[src/rtl/clk_div_delay_tap_ctrl.sv]
// Delay-line tap sequencer for the RX IOD clock-divider primitive: turns LOAD/INC/DEC
// commands into spaced LOAD/DIR/MOVE pulses. Optional ABORT input: CLK_DIV_DELAY_TAP_CTRL_ABORT_EN.
module clk_div_delay_tap_ctrl #(
   parameter int TAP_WIDTH   = 8,
   parameter int MAX_TAP     = 127,
   parameter int INIT_TAP    = 1,
   parameter int LOAD_CYCLES = 2,
   parameter int MOVE_GAP    = 4
) (
   input  logic                 CLK,
   input  logic                 RST,
   input  logic                 CMD_VALID,
   output logic                 CMD_READY,
   input  logic [1:0]           CMD_OP,
   input  logic [TAP_WIDTH-1:0] CMD_COUNT,
   output logic                 DONE,
   output logic                 ERR,
   output logic                 BUSY,
   output logic [TAP_WIDTH-1:0] TAP_POS,
   output logic                 DELAY_LINE_LOAD,
   output logic                 DELAY_LINE_DIR,
   output logic                 DELAY_LINE_MOVE,
   input  logic                 DELAY_LINE_OUT_OF_RANGE
`ifdef CLK_DIV_DELAY_TAP_CTRL_ABORT_EN
   , input logic                ABORT
`endif
);

   typedef enum logic [2:0] {S_IDLE, S_LOAD, S_SETDIR, S_MOVE, S_GAP, S_FIN} state_t;

   localparam logic [1:0]           OP_LOAD = 2'b00;
   localparam logic [1:0]           OP_INC  = 2'b01;
   localparam logic [1:0]           OP_DEC  = 2'b10;
   localparam logic [1:0]           OP_RSVD = 2'b11;
   localparam logic [TAP_WIDTH-1:0] MAX_T   = TAP_WIDTH'(MAX_TAP);
   localparam logic [TAP_WIDTH-1:0] INIT_T  = TAP_WIDTH'(INIT_TAP);
   localparam logic [3:0]           LOAD_T  = 4'(LOAD_CYCLES - 1);
   localparam logic [3:0]           GAP_T   = 4'(MOVE_GAP - 1);

   state_t               state;
   state_t               state_nxt;
   logic [1:0]           op_q;
   logic [TAP_WIDTH-1:0] rem;
   logic [TAP_WIDTH-1:0] tap_pos;
   logic [3:0]           timer;
   logic                 dir_q;
   logic                 err_q;
   logic                 oor_s1;
   logic                 oor_s2;
   logic                 accept;
   logic                 range_err;
   logic                 move_pulse;
   logic                 abort_req;

`ifdef CLK_DIV_DELAY_TAP_CTRL_ABORT_EN
   assign abort_req = ABORT;
`else
   assign abort_req = 1'b0;
`endif

   // Handshake: a command transfers on the CLK edge where CMD_VALID && CMD_READY;
   // CMD_READY is high only in IDLE and op/count are captured on that edge only.
   assign accept     = CMD_VALID && CMD_READY;
   assign range_err  = ((op_q == OP_INC) && (tap_pos == MAX_T)) ||
                       ((op_q == OP_DEC) && (tap_pos == '0)) || oor_s2;
   assign move_pulse = (state == S_MOVE) && !range_err;

   always_ff @(posedge CLK) begin
      if (RST) state <= S_IDLE;
      else     state <= state_nxt;
   end

   always_comb begin
      state_nxt = state;
      case (state)
         S_IDLE: begin
            if (accept) begin
               case (CMD_OP)
                  OP_LOAD:        state_nxt = S_LOAD;
                  OP_INC, OP_DEC: state_nxt = (CMD_COUNT == '0) ? S_FIN : S_SETDIR;
                  default:        state_nxt = S_FIN;
               endcase
            end
         end
         S_LOAD:   if (timer == '0) state_nxt = S_FIN;
         S_SETDIR: state_nxt = abort_req ? S_FIN : S_MOVE;
         S_MOVE:   state_nxt = (range_err || abort_req) ? S_FIN : S_GAP;
         S_GAP: begin
            if (abort_req)          state_nxt = S_FIN;
            else if (timer == '0)   state_nxt = (rem != '0) ? S_MOVE : S_FIN;
         end
         S_FIN:    state_nxt = S_IDLE;
         default:  state_nxt = S_IDLE;
      endcase
   end

   always_comb begin
      CMD_READY       = (state == S_IDLE);
      BUSY            = (state != S_IDLE);
      DONE            = (state == S_FIN);
      DELAY_LINE_LOAD = (state == S_LOAD);
      DELAY_LINE_MOVE = move_pulse;
      DELAY_LINE_DIR  = dir_q;
      ERR             = err_q;
      TAP_POS         = tap_pos;
   end

   always_ff @(posedge CLK) begin
      if (RST) begin
         op_q    <= OP_LOAD;
         rem     <= '0;
         tap_pos <= INIT_T;
         timer   <= '0;
         dir_q   <= 1'b0;
         err_q   <= 1'b0;
         oor_s1  <= 1'b0;
         oor_s2  <= 1'b0;
      end else begin
         oor_s1 <= DELAY_LINE_OUT_OF_RANGE;
         oor_s2 <= oor_s1;
         case (state)
            S_IDLE: begin
               if (accept) begin
                  op_q  <= CMD_OP;
                  rem   <= CMD_COUNT;
                  timer <= LOAD_T;
                  err_q <= (CMD_OP == OP_RSVD);
                  // DIR is set a cycle ahead of the first MOVE and otherwise left alone
                  if (((CMD_OP == OP_INC) || (CMD_OP == OP_DEC)) && (CMD_COUNT != '0))
                     dir_q <= (CMD_OP == OP_INC);
               end
            end
            S_LOAD: begin
               if (timer != '0) timer   <= timer - 4'd1;
               else             tap_pos <= INIT_T;
            end
            S_MOVE: begin
               if (range_err) begin
                  err_q <= 1'b1;
               end else begin
                  tap_pos <= dir_q ? tap_pos + TAP_WIDTH'(1) : tap_pos - TAP_WIDTH'(1);
                  rem     <= rem - TAP_WIDTH'(1);
                  timer   <= GAP_T;
               end
            end
            S_GAP: if (timer != '0) timer <= timer - 4'd1;
            default: ;
         endcase
      end
   end

endmodule

[config.mk]
export PLATFORM = sky130hd
export DESIGN_NAME = clk_div_delay_tap_ctrl
export DESIGN_NICKNAME = d
export VERILOG_FILES = /design/src/rtl/clk_div_delay_tap_ctrl.sv
export SDC_FILE = /design/constraint.sdc
export NUM_CORES = 1
export LEC_CHECK = 0
export CAP_MARGIN = 10
export CORE_MARGIN = 2
export CORE_UTILIZATION = 28
export CTS_CLUSTER_SIZE = 12
export DETAILED_ROUTE_END_ITERATION = 10
export GPL_TIMING_DRIVEN = 0
export HOLD_SLACK_MARGIN = 0.02
export MAX_ROUTING_LAYER = met4
export RECOVER_POWER = 25
export SLEW_MARGIN = 20
export SYNTH_ARGS = -nofsm -noshare
export SYNTH_HDL_FRONTEND = slang
export SYNTH_SLANG_ARGS = --single-unit
export TNS_END_PERCENT = 10
[constraint.sdc]
create_clock -name CLK -period 6.4 [get_ports CLK]
set_input_delay 1.28 -clock CLK [delete_from_list [all_inputs] [get_ports CLK]]
set_output_delay 1.28 -clock CLK [all_outputs]
set_load 0.05 [all_outputs]
Word-level counts from Yosys, hierarchy flattened
Index checks and enable logic that the tools add are counted.
{"block": "word_totals", "word_cells": 83, "register_bits": 29, "out_inout_bits": 15, "inputBits": 14}
{"block": "classes", "n_addsub": 4, "n_reduce_logical": 30, "muxes": 22, "n_eq_ne": 18}
{"cell": "$mux W8", "n": 5}
{"cell": "$pmux W8 S2", "n": 2}
{"cell": "$logic_not A8 Y1", "n": 2}
{"cell": "$reduce_bool A8 Y1", "n": 2}
{"cell": "$sub A8 B1 Y8 const B", "n": 2}
{"cell": "$mux W3", "n": 5}
{"cell": "$pmux W3 S5", "n": 1}
{"cell": "$reduce_and A3 Y1", "n": 5}
{"cell": "$mux W4", "n": 3}
{"cell": "$pmux W4 S3", "n": 1}
{"cell": "$add A8 B1 Y8 const B", "n": 1}
{"cell": "$eq A8 B7 Y1 const B", "n": 1}
{"cell": "$ne A2 B2 Y1 const B", "n": 4}
{"cell": "$eq A2 B2 Y1 const B", "n": 3}
{"cell": "$eq A3 B2 Y1 const B", "n": 2}
{"cell": "$eq A3 B3 Y1 const B", "n": 2}
{"cell": "$ne A2 B1 Y1 const B", "n": 3}
{"cell": "$pmux W3 S2", "n": 1}
{"cell": "$reduce_bool A3 Y1", "n": 2}
{"cell": "$logic_and A1 B1 Y1", "n": 5}
{"cell": "$eq A2 B1 Y1 const B", "n": 2}
{"cell": "$logic_not A4 Y1", "n": 1}
{"cell": "$reduce_and A4 Y1", "n": 1}
{"cell": "$reduce_bool A2 Y1", "n": 2}
{"cell": "11 further kinds", "n": 16}

Depth between registers and ports, before layout
Gate-level depths: netlist of the first run.
{"block": "logic_depth", "ltp_word": 6, "depth_mapped": 8, "mapped_depth_nobuf": 8}

Worst setup path before layout of the first run
OpenSTA, ideal clock, no wires.
{"block": "synth_timing", "kind": "flip-flop to output port", "start": "reg tap_pos[0] (netlist: TAP_POS[0])", "end": "out DELAY_LINE_MOVE", "slack_ns": 3.500, "path_stages_with_launch": 5, "arrival_time_ns": 1.620, "required_ns": 5.120, "n_path_buf": 0, "cell_sequence": "dfxtp_1 nor4_1 a31oi_2 nand2_2 inv_1"}
{"block": "synth_via", "elab_chain_cells": 6, "word_cells_on_any_way": 8, "classes_between": "eq/ne: 1; reduce/logical: 7"}
{"item": "start, declared", "line_no": "44", "text": "logic [TAP_WIDTH-1:0] tap_pos;"}
{"item": "start signal, assigned", "line_no": "141", "text": "tap_pos <= dir_q ? tap_pos + TAP_WIDTH'(1) : tap_pos - TAP_WIDTH'(1);"}
{"item": "$eq A8 B7 Y1 / $logic_not A8 Y1 (equally long branches)", "line_no": "64, 65"}
{"item": "$logic_and A1 B1 Y1 (on tied branches)", "line_no": "64, 65"}
{"item": "$logic_or A1 B1 Y1 *", "line_no": "64", "text": "assign range_err = ((op_q == OP_INC) && (tap_pos == MAX_T)) ||"}
{"item": "$logic_or A1 B1 Y1 *", "line_no": "65", "text": "((op_q == OP_DEC) && (tap_pos == '0)) || oor_s2;"}
{"item": "$logic_not A1 Y1 *", "line_no": "66", "text": "assign move_pulse = (state == S_MOVE) && !range_err;"}
{"item": "$logic_and A1 B1 Y1 *", "line_no": "66"}
{"item": "end, declared", "line_no": "22", "text": "output logic DELAY_LINE_MOVE,"}
Mark *: on every way between the ends. The rest lies on a longest branch, timed or not.

Final worst setup path of the first run
{"block": "layout_timing", "start": "reg tap_pos[6] (netlist: TAP_POS[6])", "end": "out DELAY_LINE_MOVE"}
Same word-level chain as after synthesis.

==> results of run 1 <==
[sequential cells by signal, indices dropped and copies added (netlist names)]
register        cells
op_q                2
oor_s2              1
timer               4
DELAY_LINE_DIR      1
state               3
rem                 8
ERR                 1
TAP_POS             8
oor_s1              1
[metrics by stage]
stage | power [mW] | std cells | utilization
after global placement | 0.7353 | 365 | 0.3428
after detailed placement | 0.7386 | 365 | 0.3428
after global routing | 1.004 | 373 | 0.3583
after floorplan | 0.6166 | 257 | -
final | 0.9287 | 373 | 0.3583
after CTS | 0.9395 | 373 | 0.3600
[layout make-up]
type                    count  area share
plain buffers               8     0.01240
clock buffers               7     0.03566
clock inverters             1     0.01240
inverters                  13     0.02016
multi-input cells         207      0.5225
flip-flops and latches     29      0.2398
well taps                  80     0.04134
repair buffers             28      0.1158
[cells by family after synthesis]
kind of cell / Yosys count / synth area share
buffers and inverters: 21 / 0.04073
muxes: 3 / 0.01551
adders and majority gates: 12 / 0.08145
AOI/OAI and AO/OA: 76 / 0.2586
xor gates and xnor gates: 4 / 0.01810
DFF: 29 / 0.2999
and+or+nand+nor: 112 / 0.2857
[critical path, cell delays in order, from the launching register on]
cell and delay (ns):
dfxtp_1 0.36, nor4b_1 0.58, a31oi_2 0.23, nand2_2 0.17, inv_1 0.11, clkdlybuf4s50_1 0.72
[final timing paths]
path | end | startpoint | depth (start not counted)
worst max-delay path | DELAY_LINE_MOVE | TAP_POS[6] | 5
worst min-delay path | oor_s2 | oor_s1 | 1
worst max register to register | TAP_POS[0] | TAP_POS[6] | 6
worst min register to register | oor_s2 | oor_s1 | 1
[Yosys cell counts (all sizes together) (4+ instances only)]
library cell / count
a31oi: 5
inv: 13
nor3: 11
ha: 11
a21oi: 26
xnor2: 4
a211oi: 5
dfxtp: 29
nand2: 33
nor2b: 6
or3: 4
o21ai: 18
nor2: 31
clkbuf: 8
nand2b: 5
[layer usage]
| metal | up-vias | wire length (µm) | GRT usage |
|---|---|---|---|
| met3 | 6 | 189 | 0.03128 |
| li1 | 992 | - | - |
| met5 | - | 0 | - |
| met1 | 891 | 2500 | 0.2023 |
| met4 | 0 | 61 | 0.04895 |
| met2 | 38 | 2353 | 0.2290 |
[report_power, final]
| group | switching (mW) | internal [mW] | total, mW |
|---|---|---|---|
| Combinational | 0.294 | 0.177 | 0.471 |
| Sequential | 0.0375 | 0.222 | 0.259 |
| Clock | 0.0723 | 0.127 | 0.199 |
==> impl_metrics.yaml, run 1 <==
placement:
  hpwl_um: 3801
  portBuffers: 28
  dpl_worst_slack_ns: 2.972
  place_area_mm2: 0.002316
  place_congestion: 0.8922
clock_tree:
  cts_max_path_buffers: 2
  cts_tree: "yes"
  cts_resized: 0
  cts_hold_buf: 0
  worstSkewPairLatency_ns: 0.29
  path_clk_slew_ns: 0.06
  h-tree-depth: 2
  root_buffer: "clkbuf_8"
  post_cts_buffers: 0
  cts_num_sinks: 29
  cts_buffers: 5
worst_setup_path:
  worstSetupPathType: "reg -> out"
  cp_data_required_time_ns: 5.12
  r2r_slack_ns: 3.62
  endpoint_kind: "output port"
  critPathMaxFanout: 5
  cp-start-kind: "flip-flop"
  cp_data_arrival_time_ns: 2.45
yosys:
  syn-instance-count: 257
  synth_top_area_share: 0.2999
  yosysUniqueCellTypes: 47
  async_flop_share: 0
  synth_edf_count: 0
  syn_area_per_cell_um2: 7.532
  synthFlopType: "dfxtp_1"
  ys_seq_elements: 29
  synth-seq-area-share: 0.2999
  yosys_warnings: 0
  synth_area_leaders: "dfxtp_1, ha_1, a21oi_1"
  syn_nets: 283
  synth_top_cell_by_area: "dfxtp_1"
  synthesis.area_mm2: 0.001936
finish:
  drive_gt1_frac: 0.04437
  area_growth_syn_to_layout_pct: 25.08
  fillers: 720
  nets: 318
  mostFrequentLayoutCell: "nand2_1"
  antennaDiodeCount: 0
  multiInputGateArea_mm2: 0.001265
  seqCellArea_um2: 580.6
  layout_common_cells: "nand2_1, nor2_1, dfxtp_1"
  final_area_mm2: 0.002421
grt:
  grt_pass1_wl_um: 8880
  grt_pass1_vias: 1914
  grt_max_degree: 11
  track_usage: 0.1514
  grt_overflow: 0
  antenna_found_initial: 0
power:
  power.leakage_nw: 0.9203
  peakVddDrop_v: 0.00009340
  p_per_area_mw_per_mm2: 383.6
routing:
  dr.pass1.iters: 4
  wl_um: 5105
  via_count: 1927
  ant_nets: 0
  post_drt_wl_per_cell_um: 13.69
  post_drt_via_cell_ratio: 5.166
  first_iter_violations: 121
  drcViolationCount: 0
sta:
  period_share: 0.5826
  finalSetupViolCount: 0
  tightestPinTransition_ns: 1.157
  holdWs_ns: 0.4380
  maxSlewHeadroom: 0.2219
  setup_ws_ns: 2.672
  rsz0062_at_grt: "no"
  fmax_mhz: 268.2
  worst_clock_skew_ns: 0.01210
  tns_ns: 0
  final.min_clock_period_ns: 3.728
  hold_violations: 0
  maxSlewViolCount: 0
flow_run:
  cap_violations: 0
die:
  num_rows: 30
  start_util: 0.2865
  fp.dieH_um: 87.15
  die_x_um: 87.15
  coreArea_mm2: 0.006756
  dieArea_mm2: 0.007594
  io_pins: 29
outcome:
  status: "complete, no violations"
worst_hold_path:
  min_path_type: "reg -> reg"
Power figures use the tool's default switching activity.
==> run 2, diff against run 1 <==
- clock period: 6.4 -> 3.8 ns (I/O delays scaled with it)
==> impl_metrics.yaml, run 2 (synthesized netlist as in run 1, its figures left out) <==
finish:
  nets: 318
  layout_common_cells: "nand2_1, nor2_1, dfxtp_1"
  final_cells: 373
  multiInputGateArea_mm2: 0.001274
  area_growth_syn_to_layout_pct: 25.53
  mostFrequentLayoutCell: "nand2_1"
  fillers: 719
  antennaDiodeCount: 0
  drive_gt1_frac: 0.04437
  seqCellArea_um2: 580.6
clock_tree:
  post_cts_buffers: 0
  cts_hold_buf: 0
  cts_max_path_buffers: 2
  cts_buffers: 5
  h-tree-depth: 2
  cts_resized: 0
  cts_num_sinks: 29
  worstSkewPairLatency_ns: 0.29
  path_clk_slew_ns: 0.07
  root_buffer: "clkbuf_8"
  cts_tree: "yes"
grt:
  antenna_found_initial: 0
  grt_overflow: 0
  grt_pass1_wl_um: 8880
  grt_max_degree: 11
  grt_pass1_vias: 1914
  track_usage: 0.1514
worst_setup_path:
  cp_slowest_cell: "clkdlybuf4s50_1"
  critPathMaxFanout: 5
  critical_path.top_delay_family: "buffers and inverters"
  cpPeakStageDelay_ns: 0.72
  worstSetupPathType: "reg -> out"
  endpoint_kind: "output port"
  worstPathCellList: "nor4b_1 -> a31oi_2 -> nand2_1 -> inv_1 -> clkdlybuf4s50_1"
  cp_data_required_time_ns: 3.04
  path_buf_inv: 2
  cp-start-kind: "flip-flop"
  cp_data_arrival_time_ns: 2.53
die:
  num_rows: 30
  dieArea_mm2: 0.007594
  fp.dieH_um: 87.15
  io_pins: 29
  start_util: 0.2865
  die_x_um: 87.15
  coreArea_mm2: 0.006756
power:
  peakVddDrop_v: 0.0001575
  p_per_area_mw_per_mm2: 647.5
  p_total_mw: 1.573
  power.leakage_nw: 0.9327
placement:
  hpwl_um: 3801
  dpl_worst_slack_ns: 0.8924
  portBuffers: 28
  post-place-cells: 365
  place_congestion: 0.8922
sta:
  maxSlewHeadroom: 0.5345
  holdWs_ns: 0.4374
  maxSlewViolCount: 0
  period_share: 0.8646
  tns_ns: 0
  rsz0062_at_grt: "no"
  hold_violations: 0
  finalSetupViolCount: 0
  final.min_clock_period_ns: 3.286
  tightestPinTransition_ns: 0.6929
  setup_ws_ns: 0.5145
  worst_clock_skew_ns: 0.01035
  fmax_mhz: 304.4
outcome:
  status: "complete, no violations"
routing:
  post_drt_wl_per_cell_um: 13.76
  first_iter_violations: 132
  wl_um: 5134
  post_drt_via_cell_ratio: 5.177
  via_count: 1931
  ant_nets: 0
  drcViolationCount: 0
  dr.pass1.iters: 4
worst_hold_path:
  min_path_type: "reg -> reg"
flow_run:
  cap_violations: 0
run 2: final cells by class:
type	instances	area share
Clock inverter	1	0.01236
Clock buffer	7	0.03553
Sequential cell	29	0.2389
Inverter	13	0.02008
Tap cell	80	0.04119
Timing Repair Buffer	28	0.1153
Buffer	8	0.01236
Multi-Input combinational cell	207	0.5242
run 2: path summary, 6_finish.rpt:
path                  startpoint         endpoint  slack, ns  cells past startpoint
setup / recovery      TAP_POS[6]  DELAY_LINE_MOVE       0.51                      5
hold reg to reg           oor_s1           oor_s2       0.44                      1
hold / removal            oor_s1           oor_s2       0.44                      1
setup reg to reg  DELAY_LINE_DIR       TAP_POS[6]       1.46                      8
run 2: routing by layer:
| layer | wire [µm] | global-route usage | up-vias | share of wire |
|---|---|---|---|---|
| li1 | - | - | 992 | - |
| met1 | 2539 | 0.2023 | 887 | 0.49 |
| met2 | 2315 | 0.2290 | 44 | 0.45 |
| met3 | 203 | 0.03128 | 8 | 0.040 |
| met4 | 76 | 0.04895 | 0 | 0.015 |
| met5 | 0 | - | - | 0 |
run 2: stage by stage:
stage | area, µm² | util
3_5_place_dp | 2316 | 0.3428
6_report | 2430 | 0.3596
5_1_grt | 2430 | 0.3596
2_1_floorplan | 1936 | -
4_1_cts | 2432 | 0.3600
3_3_place_gp | 2316 | 0.3428
run 2: report_power, final:
group,switching (mW),internal [mW]
clock,0.121,0.214
sequential,0.0635,0.373
combinational,0.503,0.299
==> run 3, diff against run 2 <==
- CORE_MARGIN: 2 -> 8
- SKIP_LAST_GASP: unset -> 1
==> impl_metrics.yaml, run 3 (synthesized netlist as in run 1, its figures left out) <==
grt:
  track_usage: 0.1144
  grt_overflow: 0
  antenna_found_initial: 0
  grt_pass1_vias: 1845
  grt_max_degree: 11
  grt_pass1_wl_um: 8942
sta:
  period_share: 0.8490
  rsz0062_at_grt: "no"
  fmax_mhz: 310.0
  setup_ws_ns: 0.5737
  tightestPinTransition_ns: 0.6885
  finalSetupViolCount: 0
  maxSlewHeadroom: 0.5374
  worst_clock_skew_ns: 0.006118
  tns_ns: 0
  final.min_clock_period_ns: 3.226
  maxSlewViolCount: 0
  hold_violations: 0
power:
  p_total_mw: 1.478
  peakVddDrop_v: 0.0001577
  power.leakage_nw: 0.9121
  p_per_area_mw_per_mm2: 618.4
clock_tree:
  cts_num_sinks: 29
  post_cts_buffers: 0
  worstSkewPairLatency_ns: 0.28
  cts_hold_buf: 0
  cts_max_path_buffers: 2
  cts_buffers: 5
  root_buffer: "clkbuf_8"
  cts_tree: "yes"
  path_clk_slew_ns: 0.06
  h-tree-depth: 2
  cts_resized: 0
worst_setup_path:
  cp-start-kind: "flip-flop"
  reg2reg_depth: 8
  worstSetupPathType: "reg -> out"
  endpoint_kind: "output port"
  critPathMaxFanout: 5
  cp_data_arrival_time_ns: 2.47
  cp_data_required_time_ns: 3.04
placement:
  dpl_worst_slack_ns: 0.8619
  portBuffers: 28
  place_area_mm2: 0.002316
  hpwl_um: 4013
  place_congestion: 0.9140
routing:
  ant_nets: 0
  drcViolationCount: 0
  via_count: 1947
  first_iter_violations: 71
  dr.pass1.iters: 4
  post_drt_via_cell_ratio: 5.248
  post_drt_wl_per_cell_um: 14.32
  wl_um: 5312
die:
  start_util: 0.2865
  die_x_um: 99.15
  dieArea_mm2: 0.009830
  fp.dieH_um: 99.15
  num_rows: 30
  io_pins: 29
  coreArea_mm2: 0.006756
finish:
  layout_common_cells: "nand2_1, nor2_1, dfxtp_1"
  nets: 318
  area_growth_syn_to_layout_pct: 23.46
  drive_gt1_frac: 0.04467
  final_area_mm2: 0.002390
  fin_util: 0.3537
  antennaDiodeCount: 0
  mostFrequentLayoutCell: "nand2_1"
flow_run:
  cap_violations: 0
worst_hold_path:
  min_path_type: "reg -> reg"
  hold_depth: 1
outcome:
  status: "complete, no violations"
## run 3: worst max-delay path, cell delays in order (launching register included)
cell and delay, ns:
dfxtp_1 0.36, nor4b_1 0.59, a31oi_2 0.23, nand2_2 0.17
inv_1 0.11, clkdlybuf4s50_1 0.72
## run 3: worst paths after layout
| check | slack, ns | endpoint | start |
|---|---|---|---|
| min | 0.44 | oor_s2 | oor_s1 |
| max reg2reg | 1.47 | TAP_POS[6] | DELAY_LINE_DIR |
| max | 0.57 | DELAY_LINE_MOVE | TAP_POS[6] |
| min reg2reg | 0.44 | oor_s2 | oor_s1 |
## run 3: cell type report
class,instances,area (µm²)
clock buffers,5,68.82
fillers,704,4367
plain buffers,8,30.03
flip-flops and latches,29,580.6
inverters,13,48.80
clock inverters,1,5.005
repair buffers,28,280.3
multi-input cells,207,1276
well taps,80,100.1
## run 3: power breakdown
| part | switching [mW] | internal, mW | total, mW | leakage [nW] |
|---|---|---|---|---|
| logic | 0.508 | 0.301 | 0.809 | 0.635 |
| clock network | 0.110 | 0.120 | 0.230 | 0.0399 |
| registers | 0.0661 | 0.373 | 0.439 | 0.237 |
## run 3: metal layers
metal,vias up,GRT usage,wire length [µm]
met5,-,-,0
met4,0,0.03492,70
met3,6,0.02793,276
met2,47,0.1746,2434
met1,903,0.1458,2531
li1,991,-,-
## run 3: through the flow
stage | std cells | hold slack [ns]
after detailed placement | 365 | 0.4270
final | 371 | 0.4362
after global placement | 365 | 0.4214
after floorplan | 257 | 0.4138
after global routing | 371 | 0.4452
after CTS | 371 | 0.4411
